[src/rtl/wr_ingress_pkg.sv]
// Shared types and helpers for the write-domain ingress stage of the async FIFO.
package wr_ingress_pkg;

    // Skid buffer occupancy; only 0..2 are reachable.
    typedef logic [1:0] skid_cnt_t;

    localparam skid_cnt_t SKID_EMPTY = 2'd0;
    localparam skid_cnt_t SKID_ONE   = 2'd1;
    localparam skid_cnt_t SKID_FULL  = 2'd2;

    // Gray to binary by XOR-prefix from the MSB down; bits at or above width read as zero.
    function automatic logic [31:0] gray2bin(input logic [31:0] gray, input int unsigned width);
        logic [31:0] bin;
        logic        acc;
        bin = '0;
        acc = 1'b0;
        for (int i = 31; i >= 0; i--) begin
            if (i < int'(width)) begin
                acc    = acc ^ gray[i];
                bin[i] = acc;
            end
        end
        return bin;
    endfunction

endpackage

[src/rtl/wr_ingress_ctrl_if.sv]
// Bus bundle between the producer/pointer block (master) and wr_ingress_ctrl (slave).
// Handshake: a word moves on s_valid && s_ready at a wclk edge; a write happens on winc && !wfull.
interface wr_ingress_ctrl_if #(
    parameter int DATA_WIDTH = 8,
    parameter int ADDR_WIDTH = 4
);
    logic                  s_valid;
    logic [DATA_WIDTH-1:0] s_data;
    logic                  s_ready;
    logic                  wfull;
    logic [ADDR_WIDTH:0]   wptr;
    logic [ADDR_WIDTH:0]   wq2_rptr;
    logic                  winc;
    logic [DATA_WIDTH-1:0] wdata;
    logic [ADDR_WIDTH:0]   wcount;
    logic                  walmost_full;
    logic                  wptr_err;
    wr_ingress_pkg::skid_cnt_t skid_count;

    modport master (
        output s_valid, s_data, wfull, wptr, wq2_rptr,
        input  s_ready, winc, wdata, wcount, walmost_full, wptr_err, skid_count
    );

    modport slave (
        input  s_valid, s_data, wfull, wptr, wq2_rptr,
        output s_ready, winc, wdata, wcount, walmost_full, wptr_err, skid_count
    );
endinterface

[src/rtl/wr_skid_buf.sv]
// Two-entry skid buffer feeding winc/wdata; s_ready is registered from the next count.
module wr_skid_buf
    import wr_ingress_pkg::*;
#(
    parameter int DATA_WIDTH = 8
) (
    input  logic                  wclk,
    input  logic                  wrst,
    input  logic                  s_valid,
    input  logic [DATA_WIDTH-1:0] s_data,
    output logic                  s_ready,
    input  logic                  wfull,
    output logic                  winc,
    output logic [DATA_WIDTH-1:0] wdata,
    output skid_cnt_t             count
);
    logic [DATA_WIDTH-1:0] head, tail, head_next, tail_next;
    skid_cnt_t             count_next;
    logic                  push, pop;

    assign winc  = (count != SKID_EMPTY);
    assign wdata = head;
    assign push  = s_valid && s_ready;
    assign pop   = winc && !wfull;

    // Head always holds the oldest word; tail is only meaningful at count 2.
    always_comb begin
        head_next  = head;
        tail_next  = tail;
        count_next = count;
        case ({push, pop})
            2'b10: begin
                if (count == SKID_EMPTY) begin
                    head_next  = s_data;
                    count_next = SKID_ONE;
                end else begin
                    tail_next  = s_data;
                    count_next = SKID_FULL;
                end
            end
            2'b01: begin
                head_next  = tail;
                count_next = count - 2'd1;
            end
            2'b11: begin
                if (count == SKID_ONE) begin
                    head_next = s_data;
                end else begin
                    head_next = tail;
                    tail_next = s_data;
                end
            end
            default: ;
        endcase
    end

    always_ff @(posedge wclk or posedge wrst) begin
        if (wrst) begin
            head    <= '0;
            tail    <= '0;
            count   <= SKID_EMPTY;
            s_ready <= 1'b0;
        end else begin
            head    <= head_next;
            tail    <= tail_next;
            count   <= count_next;
            s_ready <= (count_next != SKID_FULL);
        end
    end
endmodule

[src/rtl/wr_ingress_ctrl.sv]
// Write-domain ingress: skid-buffered producer stream into the write-pointer/memory pair,
// plus registered occupancy, almost-full and a sticky pointer-consistency error.
module wr_ingress_ctrl
    import wr_ingress_pkg::*;
#(
    parameter int DATA_WIDTH   = 8,
    parameter int ADDR_WIDTH   = 4,
    parameter int AFULL_THRESH = 12
) (
    input logic              wclk,
    input logic              wrst,
    wr_ingress_ctrl_if.slave bus
);
    localparam int          PTR_W    = ADDR_WIDTH + 1;
    localparam logic [31:0] PTR_MASK = (32'd1 << PTR_W) - 32'd1;
    localparam logic [31:0] DEPTH    = 32'd1 << ADDR_WIDTH;
    localparam logic [31:0] AFULL_W  = 32'(AFULL_THRESH);

    logic [31:0] occ_next;

    wr_skid_buf #(.DATA_WIDTH(DATA_WIDTH)) u_skid (
        .wclk    (wclk),
        .wrst    (wrst),
        .s_valid (bus.s_valid),
        .s_data  (bus.s_data),
        .s_ready (bus.s_ready),
        .wfull   (bus.wfull),
        .winc    (bus.winc),
        .wdata   (bus.wdata),
        .count   (bus.skid_count)
    );

    // Modular difference: wrap of either pointer is intended, the read side is stale-conservative.
    always_comb begin
        occ_next = (gray2bin(32'(bus.wptr), PTR_W) - gray2bin(32'(bus.wq2_rptr), PTR_W)) & PTR_MASK;
    end

    always_ff @(posedge wclk or posedge wrst) begin
        if (wrst) begin
            bus.wcount       <= '0;
            bus.walmost_full <= 1'b0;
            bus.wptr_err     <= 1'b0;
        end else begin
            bus.wcount       <= occ_next[ADDR_WIDTH:0];
            bus.walmost_full <= (occ_next >= AFULL_W);
            if (occ_next > DEPTH) begin
                bus.wptr_err <= 1'b1;
            end
        end
    end
endmodule

[src/flat_wrapper.sv]
// flat-port wrapper written by rule: the top's interface ports become plain ports
module wr_ingress_ctrl_flat import wr_ingress_pkg::*;
#(
    parameter int DATA_WIDTH   = 8,
    parameter int ADDR_WIDTH   = 4,
    parameter int AFULL_THRESH = 12
)
  (wclk, wrst, bus_s_valid, bus_s_data, bus_wfull, bus_wptr, bus_wq2_rptr, bus_s_ready, bus_winc, bus_wdata, bus_wcount, bus_walmost_full, bus_wptr_err, bus_skid_count);
  wr_ingress_ctrl_if #(.DATA_WIDTH(DATA_WIDTH), .ADDR_WIDTH(ADDR_WIDTH)) bus_i ();
  input logic wclk;
  input logic wrst;
  input wire logic [$bits(bus_i.s_valid)-1:0] bus_s_valid;
  input wire logic [$bits(bus_i.s_data)-1:0] bus_s_data;
  input wire logic [$bits(bus_i.wfull)-1:0] bus_wfull;
  input wire logic [$bits(bus_i.wptr)-1:0] bus_wptr;
  input wire logic [$bits(bus_i.wq2_rptr)-1:0] bus_wq2_rptr;
  output wire logic [$bits(bus_i.s_ready)-1:0] bus_s_ready;
  output wire logic [$bits(bus_i.winc)-1:0] bus_winc;
  output wire logic [$bits(bus_i.wdata)-1:0] bus_wdata;
  output wire logic [$bits(bus_i.wcount)-1:0] bus_wcount;
  output wire logic [$bits(bus_i.walmost_full)-1:0] bus_walmost_full;
  output wire logic [$bits(bus_i.wptr_err)-1:0] bus_wptr_err;
  output wire logic [$bits(bus_i.skid_count)-1:0] bus_skid_count;
  assign bus_i.s_valid = bus_s_valid;
  assign bus_i.s_data = bus_s_data;
  assign bus_i.wfull = bus_wfull;
  assign bus_i.wptr = bus_wptr;
  assign bus_i.wq2_rptr = bus_wq2_rptr;
  assign bus_s_ready = bus_i.s_ready;
  assign bus_winc = bus_i.winc;
  assign bus_wdata = bus_i.wdata;
  assign bus_wcount = bus_i.wcount;
  assign bus_walmost_full = bus_i.walmost_full;
  assign bus_wptr_err = bus_i.wptr_err;
  assign bus_skid_count = bus_i.skid_count;
  wr_ingress_ctrl #(.DATA_WIDTH(DATA_WIDTH), .ADDR_WIDTH(ADDR_WIDTH), .AFULL_THRESH(AFULL_THRESH)) u_core (.wclk(wclk), .wrst(wrst), .bus(bus_i));
endmodule
[config.mk]
export PLATFORM = sky130hd
export DESIGN_NAME = wr_ingress_ctrl_flat
export DESIGN_NICKNAME = d
export VERILOG_FILES = /design/src/rtl/wr_ingress_pkg.sv /design/src/rtl/wr_ingress_ctrl_if.sv /design/src/rtl/wr_skid_buf.sv /design/src/rtl/wr_ingress_ctrl.sv /design/src/flat_wrapper.sv
export SDC_FILE = /design/constraint.sdc
export NUM_CORES = 1
export LEC_CHECK = 0
export BUFFER_PORTS_ARGS = -buffer_cell sky130_fd_sc_hd__buf_2
export CORE_AREA = 2 2 55 57
export DETAILED_ROUTE_END_ITERATION = 8
export DIE_AREA = 0 0 57 59
export GPL_ROUTABILITY_DRIVEN = 0
export PLACE_DENSITY = 0.87
export SYNTH_ARGS = -nofsm -noshare
export SYNTH_HDL_FRONTEND = slang
export SYNTH_SLANG_ARGS = --single-unit
export TNS_END_PERCENT = 30
[constraint.sdc]
create_clock -name wclk -period 2.77 [get_ports wclk]
set_clock_uncertainty 0.2 [all_clocks]
set_input_delay 0.277 -clock wclk [delete_from_list [all_inputs] [get_ports wclk]]
set_output_delay 0.277 -clock wclk [all_outputs]
set_load 0.02 [all_outputs]
# [Yosys cells after proc, flatten, opt, wreduce, memory -nomap -nowiden]
# Index checks and enable logic that the tools add are counted.
[word_totals] elab_cells=44 inputBits=22 reg_bits=26
[classes] bitwise=8 n_addsub=2 muxes=8 n_reduce_logical=9 magnitude_cmp=2 eq_ne=8
[ops] operator="8-bit 2-to-1 mux" count=4
[ops] operator="8-bit one-hot mux with 3 select lines" count=1
[ops] operator="8-bit one-hot mux with 2 select lines" count=1
[ops] operator="2-bit != test (second input constant)" count=4
[ops] operator="1-bit XOR" count=8
[ops] operator="5-bit by 4-bit greater-or-equal comparator with 1-bit output (second input constant)" count=1
[ops] operator="5-bit > comparator (second input constant)" count=1
[ops] operator="5-bit subtractor" count=1
[ops] operator="2-bit by 1-bit == test with 1-bit output (second input constant)" count=2
[ops] operator="2-bit == test (second input constant)" count=2
[ops] operator="2-bit one-hot mux with 2 select lines" count=1
[ops] operator="2-bit nonzero test" count=2
[ops] operator="3-bit AND reduction" count=1
[ops] operator="3-bit nonzero test" count=1
[ops] operator="1-bit logical AND" count=2
[ops] operator="2-bit zero test" count=1
[ops] operator="2-bit 2-to-1 mux" count=1
[ops] operator="2-bit AND reduction" count=1
[ops] operator="2-bit by 1-bit subtractor with 2-bit output (second input constant)" count=1
[ops] operator="1-bit zero test" count=1

# [Longest topological paths before layout]
[logic_depth] word_depth=6 ltp_mapped=10 ltp_nobuf=10

# [Cells and area by module]
# Synthesis repeated with hierarchy kept, for this count alone.
[unflattened] cells_unflattened=132 area_unflattened_um2=1461.4
[by_module_without_submodules] mod="wr_skid_buf" area_each_um2=989.7 cells_per_inst=92 n_inst=1 seq_area_each_um2=475.5
[by_module_without_submodules] mod="wr_ingress_ctrl" area_each_um2=471.7 cells_per_inst=40 n_inst=1 seq_area_each_um2=175.2

# [Worst setup path after synthesis]
# OpenSTA, ideal clock, no wires.
[synth_path] path_kind="in2reg" start="input bus_wptr[2]" end="register u_core.bus.wptr_err" arrival_ns=2.582 path_stages=10 setup_slack_ns=-0.130 required_time_ns=2.452 path_cell_list="xor3_1 -> xor2_1 -> xnor2_1 -> ha_1 -> inv_1 -> fa_1 -> maj3_1 -> a21oi_1 -> xnor2_1 -> a21o_1"
[synth_via] elab_chain_cells=5
[synth_rtl] item="from (decl)" line_no="flat_wrapper.sv:15" rtl="input wire logic [$bits(bus_i.wptr)-1:0] bus_wptr;"
[synth_rtl] item="1-bit XOR (*)" line_no="wr_ingress_pkg.sv:19" rtl="acc = acc ^ gray[i];"
[synth_rtl] item="1-bit XOR (2 in series)" line_no="wr_ingress_pkg.sv:19"
[synth_rtl] item="5-bit subtractor (*)" line_no="wr_ingress_ctrl.sv:35" rtl="occ_next = (gray2bin(32'(bus.wptr), PTR_W) - gray2bin(32'(bus.wq2_rptr), PTR_W)) & PTR_MASK;"
[synth_rtl] item="named net u_core.occ_next[4]" line_no="wr_ingress_ctrl.sv:19" rtl="logic [31:0] occ_next;"
[synth_rtl] item="5-bit > comparator (*)" line_no="wr_ingress_ctrl.sv:46" rtl="if (occ_next > DEPTH) begin"
[synth_rtl] item="to (signal assigned)" line_no="wr_ingress_ctrl.sv:42" rtl="bus.wptr_err <= 1'b0;"
[synth_rtl] item="to (signal assigned)" line_no="wr_ingress_ctrl.sv:47" rtl="bus.wptr_err <= 1'b1;"
[synth_rtl] item="to (decl)" line_no="wr_ingress_ctrl_if.sv:27" rtl="output s_ready, winc, wdata, wcount, walmost_full, wptr_err, skid_count"
# The timed path passes the listed nets; every way through them passes the cells marked *.
# A chain may end at the register's enable or synchronous reset.

# [Worst setup path after layout]
[layout_path] start="input bus_wptr[4]" end="register u_core.bus.wptr_err"
[layout_via] elab_chain_cells=6
[layout_rtl] item="1-bit XOR (4 in series)" line_no="wr_ingress_pkg.sv:19"
[layout_rtl] item="5-bit subtractor (*)" line_no="wr_ingress_ctrl.sv:35"
[layout_rtl] item="named net u_core.occ_next[4]" line_no="wr_ingress_ctrl.sv:19"
[layout_rtl] item="5-bit > comparator (*)" line_no="wr_ingress_ctrl.sv:46"
# Marks and branches as above.

==> qor_table.md <==
| Parameter | Reported |
|:---|:---|
| Result of the run | finished, final reports clean |
| Worst-case setup margin in the final layout | 138.0 ps |
| Antenna fix cells | 0 |
| Sequential group share of total power | 34.9% |
| Clk pwr share | 13.3% |
| Root Buffer Master | clkbuf_4 |
| Achievable frequency | 0.3799 GHz |
| Headroom to the max-slew limit | 37.76% |
| Part of the total power dissipated in combinational logic | 51.7% |
| Clock Sinks | 26 |
| MaxCap Viol Count | 0 |
| Endpoints failing setup | 0 |
| Leakage component of the power | 0.0008312 uW |
| Xor and xnor fraction of the mapped netlist area | 10.19% |
| Peak supply drop | 677.9 uV |
| CTS tree | built |
| Power density over the cells | 1067 nW/um^2 |
| Fraction of final layout cells with drive strength greater than 1 | 40.59% |
| Core area | 2710 um^2 |
| Highest net fanout along the worst path | 3 |
| Hold violation total from the final report | 0 |
| Number of global-route vias before repair | 1028 |
| Buffers on Ports | 40 |
| Fraction of the yosys area taken by sequential cells | 49.06% |
| Cell with the most instances after synthesis | dfrtp_1 |
| Post-synthesis average cell area | 11.43 um^2 |
| Placement-stage worst setup slack | -237.7 ps |
| Number of vias in the routed layout | 1022 |
| Routed WL | 2582 um |
| Area fraction of the dominant cell type after synthesis | 49.06% |
| Overall die height | 59 um |
| Number of distinct library cell variants in the gate-level netlist after synthesis | 26 |
| Yosys warning total | 0 |
| Num CTS Buffers | 3 |
| Portion of netlist area occupied by mux cells | 6.792% |
| Die extent in x | 57 um |
| Startpoint class of the critical path | input pin |
| Minimum clock period after layout | 2632 ps |
| Post_cts resized | 0 |
| Data required time of the critical path | 2830 ps |
| Dominant register cell in the synthesized netlist | dfrtp_1 |
| Std cell rows | 19 |
| Worst Setup Path Type | input pin to flip-flop |
| Dominant combinational cell family by area after synthesis | compound AO/OA/AOI/OAI gates |
| Worst Max-Slew Pin Slew | 932.6 ps |
| Synthesized-area fraction occupied by adder cells | 9.811% |
| H-tree level count | 1 |
| Data arrival time of the critical path | 2690 ps |
| Critical Path End Type | flip-flop |
| Area Overhead vs Synth | 29.72% |
| Total Nets Final | 202 |
| Leading cell types by total area after synthesis | dfrtp_1 (49%), ha_1 (7.5%), mux2_2 (6.8%), a21oi_1 (4.9%), xnor2_1 (4.6%) |
| Ports placed on the boundary | 41 |
| Number of synthesized register bits | 26 |
| Detailed Route Iter0 Violations | 20 |
| Type of the most critical hold path | input pin to flip-flop |
| Number of remaining DRC errors | 0 |
| First-pass GRT wire length | 4098 um |
| Global route total overflow | 0 |
| Syn Nets | 147 |
| Vias per cell | 5.085 |
| Cell area after placement | 1658 um^2 |
| Initial cell density of the core | 48.94% |
| Post-synth EDFFs | 0 |
| Share of flip-flops with an asynchronous set or reset | 100.0% |
| Net switching share of the total power | 39.46% |
| Critical path destination | u_core.bus.wptr_err$_DFFE_PP0N_ |
| End of the worst register-to-register path | u_core.u_skid.tail[2]$_DFFE_PP0P_ |
| Detailed-route wire length per cell | 12.85 um |
| GRT Overall Usage | 15.85% |
| Post-CTS setup buffer count | 0 |
| Power spent charging and discharging nets | 724.5 uW |
| Worst-case hold slack | 20.59 ps |
| Reg-to-reg critical path startpoint | u_core.u_skid.count[0]$_DFF_PP0_ |
| Clock slew at reported path FFs | 130 ps |
| Cell type with the largest total area after synthesis | dfrtp_1 |
| Sum of net half-perimeters after detailed placement | 2138 um |
| # placed instances | 196 |
| Maximum number of pins on one net before global-route repair | 27 |
| Compound-Gate Fraction of Synth Area | 15.09% |
| Post-layout power | 1836 uW |
| Antenna-violating nets left | 0 |
| Die area | 3363 um^2 |
| Timing startpoint of the critical path | bus_wptr[4] |
| Number of cells produced by synthesis | 116 |
| Netlist Area Pre-Place | 1326 um^2 |
| Max Buffers Root-to-Sink | 2 |
| Worst reg2reg path depth | 10 |
| Initial antenna violation count | 0 |
| Number of cells in the finished layout apart from fillers | 201 |
| First-pass DRT Iterations | 4 |
| RSZ-0062 raised after global routing | no |
| Share of the cycle needed by the critical path after routing | 95.02% |
| Final design area excluding fillers | 1720 um^2 |
| Clk Latency, worst-skew pair | 290 ps |
| Reg2Reg Setup Slack | 360 ps |
| Internal Pwr Total | 1111 uW |
| Number of max-slew violations in the final report | 0 |
| Cell types with the highest counts after synthesis | dfrtp_1 (26), a21oi_1 (13), inv_1 (10), nor2_1 (10) |
| Synthesized-area fraction occupied by and/or/nand/nor cells | 5.943% |
==> sequential cells by signal, indices dropped and copies added, names as in the netlist <==
name and cells:
u_core.u_skid.tail 8, u_core.u_skid.wdata 8, u_core.bus.wcount 5, u_core.u_skid.count 2, u_core.bus.walmost_full 1, u_core.bus.wptr_err 1
u_core.u_skid.s_ready 1
==> cells by family (layout without fill, tap and decap cells) <==
family / after synthesis / count (layout)
adder cells (fa/ha/maj): 10 / 10
buffers and inverters: 11 / 65
flip-flops: 26 / 26
AND/OR/NAND/NOR: 18 / 18
XOR/XNOR: 12 / 12
multiplexers: 8 / 8
AO/OA/AOI/OAI: 31 / 31
==> layer usage <==
metal	GRT usage [%]	vias to the layer above	part of all wire, %
met5	0	-	0
met4	3.654	0	0.39
met3	3.712	2	6.1
met2	33.17	31	56
met1	15.40	482	37
li1	-	507	-
==> what timing repair did <==
| action | 4_1_cts | 5_1_grt |
|---|---|---|
| endpoints found under the setup margin | 0 | 1 |
| hold endpoints to repair | 26 | 0 |
| hold buffers | 1 | 0 |
==> placed cells by master (no fill, tap or decap), types with 3 or more instances in the layout <==
cell type,instances
ha_1,8
buf_2,40
clkbuf_4,3
nor2_1,10
dfrtp_1,26
a22oi_1,8
a21oi_1,12
mux2_2,8
xnor2_1,7
inv_1,10
nand2_1,4
buf_4,10
==> layout make-up <==
cell class | count | area, um^2
Clock buffer | 3 | 22.52
Clock inverter | 1 | 30.03
Fill cell | 239 | 989.7
Inverter | 10 | 37.54
Multi-Input combinational cell | 79 | 655.6
Sequential cell | 26 | 650.6
Tap cell | 31 | 38.79
Timing Repair Buffer | 51 | 285.3
==> worst max-delay path, stage by stage <==
cell and delay (ps):
buf_2 90, xor3_2 450, xor2_2 210, xnor2_1 150
ha_1 200, inv_1 60, fa_1 410, maj3_2 340
a21oi_2 150, xnor2_1 200, a21o_1 160
==> power by group through the flow <==
stage | clock network (uW) | logic, uW | registers, uW
final | 245 | 950 | 641
after global placement | 0 | 913 | 641
after CTS | 251 | 960 | 643
after floorplan | 0 | 494 | 802
after global routing | 261 | 1040 | 665
after detailed placement | 0 | 956 | 652
==> stage by stage <==
step | utilization, % | setup TNS [ps]
after floorplan | - | -25.06
after global placement | 61.17 | -175.2
after detailed placement | 61.17 | -593.2
after CTS | 63.48 | 0
after global routing | 63.48 | 0
final | 63.48 | 0
==> worst min path at each step <==
| stage | slack, ps | end | start | cells past startpoint |
|---|---|---|---|---|
| global route | 10 | u_core.u_skid.tail[5]$_DFFE_PP0P_ | bus_s_data[5] | 2 |
| finish | 20 | u_core.u_skid.tail[3]$_DFFE_PP0P_ | bus_s_data[3] | 2 |
| floorplan | 120 | u_core.bus.walmost_full$_DFF_PP0_ | wrst | 1 |
| detailed placement | 280 | u_core.bus.wptr_err$_DFFE_PP0N_ | u_core.bus.wptr_err$_DFFE_PP0N_ | 1 |
| global placement | 260 | u_core.bus.wptr_err$_DFFE_PP0N_ | u_core.bus.wptr_err$_DFFE_PP0N_ | 1 |
| CTS | 20 | u_core.u_skid.tail[0]$_DFFE_PP0P_ | bus_s_data[0] | 2 |
(Power assumes the default switching activity.)
